## src/rtl/regfile_pkg.sv

```systemverilog
// Shared types and defaults for the context-switching register file.
package regfile_pkg;

  localparam int unsigned DEF_DATA_W     = 16;
  localparam int unsigned DEF_NREGS      = 64;
  localparam int unsigned DEF_CTX_REGS   = 15;
  localparam int unsigned DEF_ZERO_REG   = 63;
  localparam int unsigned DEF_IO_IN_REG  = 15;
  localparam int unsigned DEF_IO_OUT_REG = 16;

  typedef enum logic [1:0] {
    IDLE    = 2'd0,
    SAVE    = 2'd1,
    RESTORE = 2'd2
  } ctx_state_e;

  function automatic logic addr_in_range(input int unsigned addr, input int unsigned limit);
    return addr < limit;
  endfunction

  // Context counter needs to reach CTX_REGS; never narrower than 5 bits.
  function automatic int unsigned cnt_width(input int unsigned ctx_regs);
    int unsigned w;
    w = $clog2(ctx_regs + 1);
    return (w < 5) ? 5 : w;
  endfunction

endpackage

```

## src/rtl/regfile_ctx_ctrl.sv

```systemverilog
// Serial context save/restore engine: walks registers 0..CTX_REGS-1 one beat per handshake.
module ctx_stream_ctrl
  import regfile_pkg::*;
#(
  parameter int unsigned CTX_REGS = DEF_CTX_REGS,
  parameter int unsigned CNT_W    = 5
) (
  input  logic             clk,
  input  logic             rst_n,
  input  logic             save_start,
  input  logic             restore_start,
  input  logic             ctx_out_ready,
  input  logic             ctx_in_valid,
  output logic             ctx_out_valid,
  output logic             ctx_in_ready,
  output logic             busy,
  output logic             ctx_done,
  output logic             restore_we_c,
  output logic [CNT_W-1:0] cnt
);

  ctx_state_e       state;
  ctx_state_e       state_nxt;
  logic [CNT_W-1:0] cnt_nxt;
  logic             fire_c;
  logic             last_c;
  logic             valid_nxt;
  logic             ready_nxt;
  logic             busy_nxt;
  logic             done_nxt;

  assign fire_c = ((state == SAVE) && ctx_out_valid && ctx_out_ready) ||
                  ((state == RESTORE) && ctx_in_ready && ctx_in_valid);
  assign last_c = (cnt == CNT_W'(CTX_REGS - 1));

  // State register; handshake/status outputs are flops fed from next state.
  always_ff @(posedge clk or negedge rst_n) begin
    if (!rst_n) begin
      state         <= IDLE;
      cnt           <= '0;
      ctx_out_valid <= 1'b0;
      ctx_in_ready  <= 1'b0;
      busy          <= 1'b0;
      ctx_done      <= 1'b0;
    end else begin
      state         <= state_nxt;
      cnt           <= cnt_nxt;
      ctx_out_valid <= valid_nxt;
      ctx_in_ready  <= ready_nxt;
      busy          <= busy_nxt;
      ctx_done      <= done_nxt;
    end
  end

  // Next state and counter; save wins over restore when both are requested.
  always_comb begin
    state_nxt = state;
    cnt_nxt   = cnt;
    unique case (state)
      IDLE: begin
        cnt_nxt = '0;
        if (save_start)         state_nxt = SAVE;
        else if (restore_start) state_nxt = RESTORE;
      end
      SAVE, RESTORE: begin
        if (fire_c) begin
          if (last_c) begin
            state_nxt = IDLE;
            cnt_nxt   = '0;
          end else begin
            cnt_nxt = cnt + CNT_W'(1);
          end
        end
      end
      default: state_nxt = IDLE;
    endcase
  end

  always_comb begin
    valid_nxt    = 1'b0;
    ready_nxt    = 1'b0;
    busy_nxt     = 1'b0;
    done_nxt     = 1'b0;
    restore_we_c = 1'b0;
    valid_nxt    = (state_nxt == SAVE);
    ready_nxt    = (state_nxt == RESTORE);
    busy_nxt     = (state_nxt != IDLE);
    done_nxt     = fire_c && last_c;
    restore_we_c = (state == RESTORE) && ctx_in_ready && ctx_in_valid;
  end

endmodule

```

## src/rtl/regfile_ctx.sv

```systemverilog
// Two-read/two-write register file with zero reg, IO regs and serial context save/restore.
// Define REGFILE_BYPASS_EN to forward same-cycle accepted writes to the read ports.
module regfile_ctx
  import regfile_pkg::*;
#(
  parameter  int unsigned DATA_W     = DEF_DATA_W,
  parameter  int unsigned NREGS      = DEF_NREGS,
  parameter  int unsigned CTX_REGS   = DEF_CTX_REGS,
  parameter  int unsigned ZERO_REG   = DEF_ZERO_REG,
  parameter  int unsigned IO_IN_REG  = DEF_IO_IN_REG,
  parameter  int unsigned IO_OUT_REG = DEF_IO_OUT_REG,
  localparam int unsigned ADDR_W     = $clog2(NREGS),
  localparam int unsigned CNT_W      = cnt_width(CTX_REGS)
) (
  input  logic              clk,
  input  logic              rst_n,
  input  logic              rd1_en,
  input  logic              rd2_en,
  input  logic [ADDR_W-1:0] rd1_addr,
  input  logic [ADDR_W-1:0] rd2_addr,
  output logic [DATA_W-1:0] rd1_data,
  output logic [DATA_W-1:0] rd2_data,
  input  logic              wr1_en,
  input  logic              wr2_en,
  input  logic [ADDR_W-1:0] wr1_addr,
  input  logic [ADDR_W-1:0] wr2_addr,
  input  logic [DATA_W-1:0] wr1_data,
  input  logic [DATA_W-1:0] wr2_data,
  input  logic [DATA_W-1:0] io_in,
  output logic [DATA_W-1:0] io_out,
  input  logic              save_start,
  input  logic              restore_start,
  output logic              ctx_out_valid,
  input  logic              ctx_out_ready,
  output logic [DATA_W-1:0] ctx_out_data,
  input  logic              ctx_in_valid,
  output logic              ctx_in_ready,
  input  logic [DATA_W-1:0] ctx_in_data,
  output logic              busy,
  output logic              ctx_done,
  output logic              wr_conflict
);

  logic [DATA_W-1:0] mem [NREGS];
  logic [CNT_W-1:0]  cnt;
  logic [ADDR_W-1:0] ctx_idx;
  logic              restore_we_c;
  logic              wr1_acc_c;
  logic              wr2_acc_c;
  logic              conflict_c;
  logic [DATA_W-1:0] rd1_val_c;
  logic [DATA_W-1:0] rd2_val_c;

  function automatic logic writable(input logic [ADDR_W-1:0] a);
    return addr_in_range(32'(a), NREGS) && (32'(a) != ZERO_REG) && (32'(a) != IO_IN_REG);
  endfunction

  function automatic logic readable(input logic [ADDR_W-1:0] a);
    return addr_in_range(32'(a), NREGS) && (32'(a) != ZERO_REG);
  endfunction

  function automatic logic in_ctx(input logic [ADDR_W-1:0] a);
    return addr_in_range(32'(a), CTX_REGS);
  endfunction

  ctx_stream_ctrl #(
    .CTX_REGS (CTX_REGS),
    .CNT_W    (CNT_W)
  ) u_ctrl (
    .clk           (clk),
    .rst_n         (rst_n),
    .save_start    (save_start),
    .restore_start (restore_start),
    .ctx_out_ready (ctx_out_ready),
    .ctx_in_valid  (ctx_in_valid),
    .ctx_out_valid (ctx_out_valid),
    .ctx_in_ready  (ctx_in_ready),
    .busy          (busy),
    .ctx_done      (ctx_done),
    .restore_we_c  (restore_we_c),
    .cnt           (cnt)
  );

  assign ctx_idx      = ADDR_W'(cnt);
  assign ctx_out_data = ctx_out_valid ? mem[ctx_idx] : '0;

  // Port writes into the context window are dropped while the engine owns it.
  always_comb begin
    wr1_acc_c  = wr1_en && writable(wr1_addr) && !(busy && in_ctx(wr1_addr));
    wr2_acc_c  = wr2_en && writable(wr2_addr) && !(busy && in_ctx(wr2_addr));
    conflict_c = busy && ((wr1_en && writable(wr1_addr) && in_ctx(wr1_addr)) ||
                          (wr2_en && writable(wr2_addr) && in_ctx(wr2_addr)));
  end

  always_comb begin
    rd1_val_c = mem[rd1_addr];
    rd2_val_c = mem[rd2_addr];
`ifdef REGFILE_BYPASS_EN
    if (wr1_acc_c && (wr1_addr == rd1_addr)) rd1_val_c = wr1_data;
    if (wr2_acc_c && (wr2_addr == rd1_addr)) rd1_val_c = wr2_data;
    if (restore_we_c && (ctx_idx == rd1_addr) && (32'(ctx_idx) != IO_IN_REG)) rd1_val_c = ctx_in_data;
    if (wr1_acc_c && (wr1_addr == rd2_addr)) rd2_val_c = wr1_data;
    if (wr2_acc_c && (wr2_addr == rd2_addr)) rd2_val_c = wr2_data;
    if (restore_we_c && (ctx_idx == rd2_addr) && (32'(ctx_idx) != IO_IN_REG)) rd2_val_c = ctx_in_data;
`endif
    if (!readable(rd1_addr)) rd1_val_c = '0;
    if (!readable(rd2_addr)) rd2_val_c = '0;
  end

  // Later assignments win: port 1, port 2, restore beat, then io_in.
  always_ff @(posedge clk or negedge rst_n) begin
    if (!rst_n) begin
      for (int i = 0; i < int'(NREGS); i++) mem[i] <= '0;
    end else begin
      if (wr1_acc_c)    mem[wr1_addr] <= wr1_data;
      if (wr2_acc_c)    mem[wr2_addr] <= wr2_data;
      if (restore_we_c) mem[ctx_idx]  <= ctx_in_data;
      mem[IO_IN_REG] <= io_in;
    end
  end

  always_ff @(posedge clk or negedge rst_n) begin
    if (!rst_n) begin
      rd1_data    <= '0;
      rd2_data    <= '0;
      io_out      <= '0;
      wr_conflict <= 1'b0;
    end else begin
      if (rd1_en) rd1_data <= rd1_val_c;
      if (rd2_en) rd2_data <= rd2_val_c;
      io_out      <= mem[IO_OUT_REG];
      wr_conflict <= conflict_c;
    end
  end

endmodule

```

## config.mk

```make
export PLATFORM = sky130hd
export DESIGN_NAME = regfile_ctx
export DESIGN_NICKNAME = d
export VERILOG_FILES = /design/src/rtl/regfile_pkg.sv /design/src/rtl/regfile_ctx_ctrl.sv /design/src/rtl/regfile_ctx.sv
export SDC_FILE = /design/constraint.sdc
export NUM_CORES = 2
export LEC_CHECK = 0
export BUFFER_PORTS_ARGS = -buffer_cell sky130_fd_sc_hd__buf_4
export CAP_MARGIN = 0
export CORE_ASPECT_RATIO = 1.5
export CORE_MARGIN = 2
export CORE_UTILIZATION = 55
export CTS_CLUSTER_DIAMETER = 200
export DETAILED_ROUTE_END_ITERATION = 8
export PLACE_DENSITY = 0.71
export SKIP_LAST_GASP = 1
export SYNTH_ARGS = -nofsm -noshare
export SYNTH_HDL_FRONTEND = slang
export SYNTH_SLANG_ARGS = --single-unit
```

## constraint.sdc

```tcl
create_clock -name clk -period 6.9 [get_ports clk]
set_input_delay 1.035 -clock clk [delete_from_list [all_inputs] [get_ports clk]]
set_output_delay 1.035 -clock clk [all_outputs]
set_load 0.005 [all_outputs]
```

==> qor.yml <==
global_routing:
  grtUsageMet1_pct: 60.6
  grt_max_degree: 161
  use_met3_pct: 18.0
  antenna_found_initial: 42
  grt_usage_pct: 51.5
  grt_pass1_vias: 62300
  grtUsageMet2_pct: 75.3
  overflow: 0
  grt_pass1_wl_mm: 504
  grt-busiest-layer: "met2"
logic_synthesis:
  async_flop_share_pct: 100
  synth.distinct_cells: 67
  synth-simple-area-share_pct: 8.42
  yosysTopAreaCellShare_pct: 36.1
  seq_area_frac_synth_pct: 36.1
  syn_nets: 7153
  synth.avg_cell_area_um2: 10.6
  synthMuxAreaShare_pct: 34.5
  synth_area_leaders: "dfrtp_1 36%, mux4_2 19%, mux2i_1 14%"
  ys_ff_latch: 1084
  syn_area_um2: 75000
  synth_top_family_by_area: "multiplexers"
  yosys.area.top_type: "dfrtp_1"
  synth-xor-area-share_pct: 0
  synthAdderAreaFrac_pct: 0.133
  synth_compound_area_share_pct: 15.7
  ys.flop_type: "dfrtp_1"
  synth_edf_count: 0
  yosysWarnings: 0
  synthCells: 7047
power_and_ir_drop:
  power.leakage_uw: 0.0361
  pwr-share-comb_pct: 32.2
  clkPwrFrac_pct: 26.7
  power.density_nw_per_um2: 305
  p_sw_share_pct: 36.9
  seq_power_share_pct: 41.1
  vdd_drop_max_uv: 313
  p_int_uw: 15500
  p_sw_uw: 9060
timing:
  maxSlewViolCount: 5
  rsz0062_at_grt: "false"
  min_period_ns: 5.75
  tightestPinTransition_ns: 1.56
  finalHoldViolCount: 0
  fmax_mhz: 174
  setup_viol: 0
  setup_tns_ns: 0
  fin_crit_sh_pct: 83.4
  skew_ns: 0.0507
  relSlewSlack_pct: -6.57
clock_network:
  cts_hold_buf: 0
  cts_setup_buffers: 0
  cts_tree: "done"
  post_cts_resized: 0
  cts-root-buf: "clkbuf_16"
  numCtsBuffers: 111
  clockBufferDepth: 3
  clk_latency_ns: 0.86
  clk_pin_slew_worst_paths_ns: 0.07
  cts_sinks: 1084
  cts.htree.levels: 3
floorplan:
  die_w_um: 306
  fp.dieArea_um2: 139000
  rows: 166
  core-area_um2: 136000
  io_pins: 167
  start_util_pct: 55.2
  die_y_um: 456
setup_path:
  critical_path_class: "reg2out"
  cp.required_ns: 5.86
  setup.worst_path.start_class: "flop"
  cp_max_fo: 43
  cp-end-kind: "output pin"
  arrival_ns: 4.72
routing:
  drc_errors: 0
  ant_nets: 0
  vias: 66000
  drt-total-wl_mm: 360
  drt-initial-drc-count: 10600
  post_drt_via_cell_ratio: 7.76
  post_drt_wl_per_cell_um: 42.4
  first_pass_iters: 7
finish:
  syn_to_final_growth_pct: 7.35
  final_cell_mix: "1,082 x dfrtp_1, 1,044 x mux2i_1, 631 x mux4_2"
  layout.nets: 6731
  mostFrequentLayoutCell: "dfrtp_1"
  n_fill_cell: 11300
  seqCellArea_um2: 27100
  drive_above_1_share_pct: 20.8
  multi_input_area_um2: 44400
  final_util_pct: 59.3
outcome:
  violations: "capacitance limit, slew limit"
  status: "finished, violations left"
place:
  hpwlAfterDp_mm: 232
  place.gp.congestion: 1.06
  portBuffers: 166
flow_run:
  max_cap_viol_count: 2
min_path:
  hold_path.class: "in2async"
[final timing paths]
kind / slack [ns] / to / cells after the start / startpoint
max in group asynchronous: 4.89 / mem[667] / 3 / rst_n
hold / removal: 0.22 / mem[419] / 1 / rst_n
hold reg to reg: 0.40 / mem[14] / 0 / mem[14]
setup reg to reg: 2.83 / mem[906] / 6 / u_ctrl.cnt[1]
setup / recovery: 1.15 / ctx_out_data[1] / 5 / u_ctrl.cnt[0]
min in group clk: 0.29 / mem[782] / 1 / io_in[14]
[power by group through the flow]
stage / Clock (uW) / Sequential (uW) / Combinational [uW]
floorplan: 0 / 9040 / 5200
global placement: 0 / 9970 / 7320
global route: 6770 / 10200 / 8160
finish: 6550 / 10100 / 7900
detailed placement: 0 / 10100 / 7490
CTS: 6500 / 9950 / 7530
[critical path, stage by stage, from the launching register on]
cell     delay (ns)
dfrtp_4        0.92
buf_12         0.40
mux4_2         0.56
a22oi_1        1.05
a41oi_1        0.57
buf_4          0.30
[through the flow]
step                power, uW  area, um2  std cells  hold slack, ns  setup WS (ns)
floorplan               14200      75000       7047           0.400           3.73
global placement        17300      76700       8274           0.376           2.46
detailed placement      17500      76700       8274           0.383           2.41
CTS                     24000      80500       8476           0.275           1.55
global route            25100      80500       8487           0.260           1.22
finish                  24500      80600       8498           0.222           1.15
[metal layers]
| metal | up-vias | wire length, um |
|---|---|---|
| met1 | 32800 | 116000 |
| met5 | - | 346 |
| met4 | 24 | 41300 |
| met3 | 1709 | 48200 |
| met2 | 5784 | 154000 |
| li1 | 25600 | - |
[kinds of logic after synthesis]
logic type                 after synthesis
muxes                                 1781
buffers and inverters                  915
and+or+nand+nor                       1466
adders and majority gates                8
AOI/OAI and AO/OA                     1793
DFF                                   1084
[final cells by class]
| type | count | area share (%) |
|---|---|---|
| diodes | 20 | 0.0621 |
| clock buffers | 153 | 3.95 |
| clock inverters | 49 | 0.716 |
| inverters | 20 | 0.0932 |
| multi-input cells | 5048 | 55.1 |
| flip-flops and latches | 1084 | 33.7 |
| well taps | 1764 | 2.74 |
| repair buffers | 360 | 3.65 |
[synth_stat cells (all sizes together), types with 14 or more instances]
| master | number |
|---|---|
| nor2b | 14 |
| and3 | 26 |
| mux4 | 631 |
| or4 | 18 |
| o22ai | 62 |
| clkbuf | 641 |
| o211ai | 14 |
| a221oi | 40 |
| a21o | 400 |
| mux2 | 106 |
| inv | 20 |
| dfrtp | 1084 |
| o21ai | 487 |
| a22oi | 140 |
| a21oi | 175 |
| nand3b | 19 |
| nand4 | 22 |
| nand3 | 35 |
| nor2 | 627 |
| mux2i | 1044 |
| a22o | 16 |
| a31oi | 31 |
| buf | 254 |
| nor3 | 38 |
| nand2 | 598 |
| a211oi | 401 |
[sequential cells by signal (all words and copies together), names as in the netlist]
register and flops:
mem 1024, wr_conflict 1, u_ctrl.state 2, u_ctrl.cnt 5, io_out 16, rd2_data 16
rd1_data 16, u_ctrl.busy 1, u_ctrl.ctx_done 1, u_ctrl.ctx_in_ready 1, u_ctrl.ctx_out_valid 1
No activity file was read; power rests on OpenSTA's default activity.
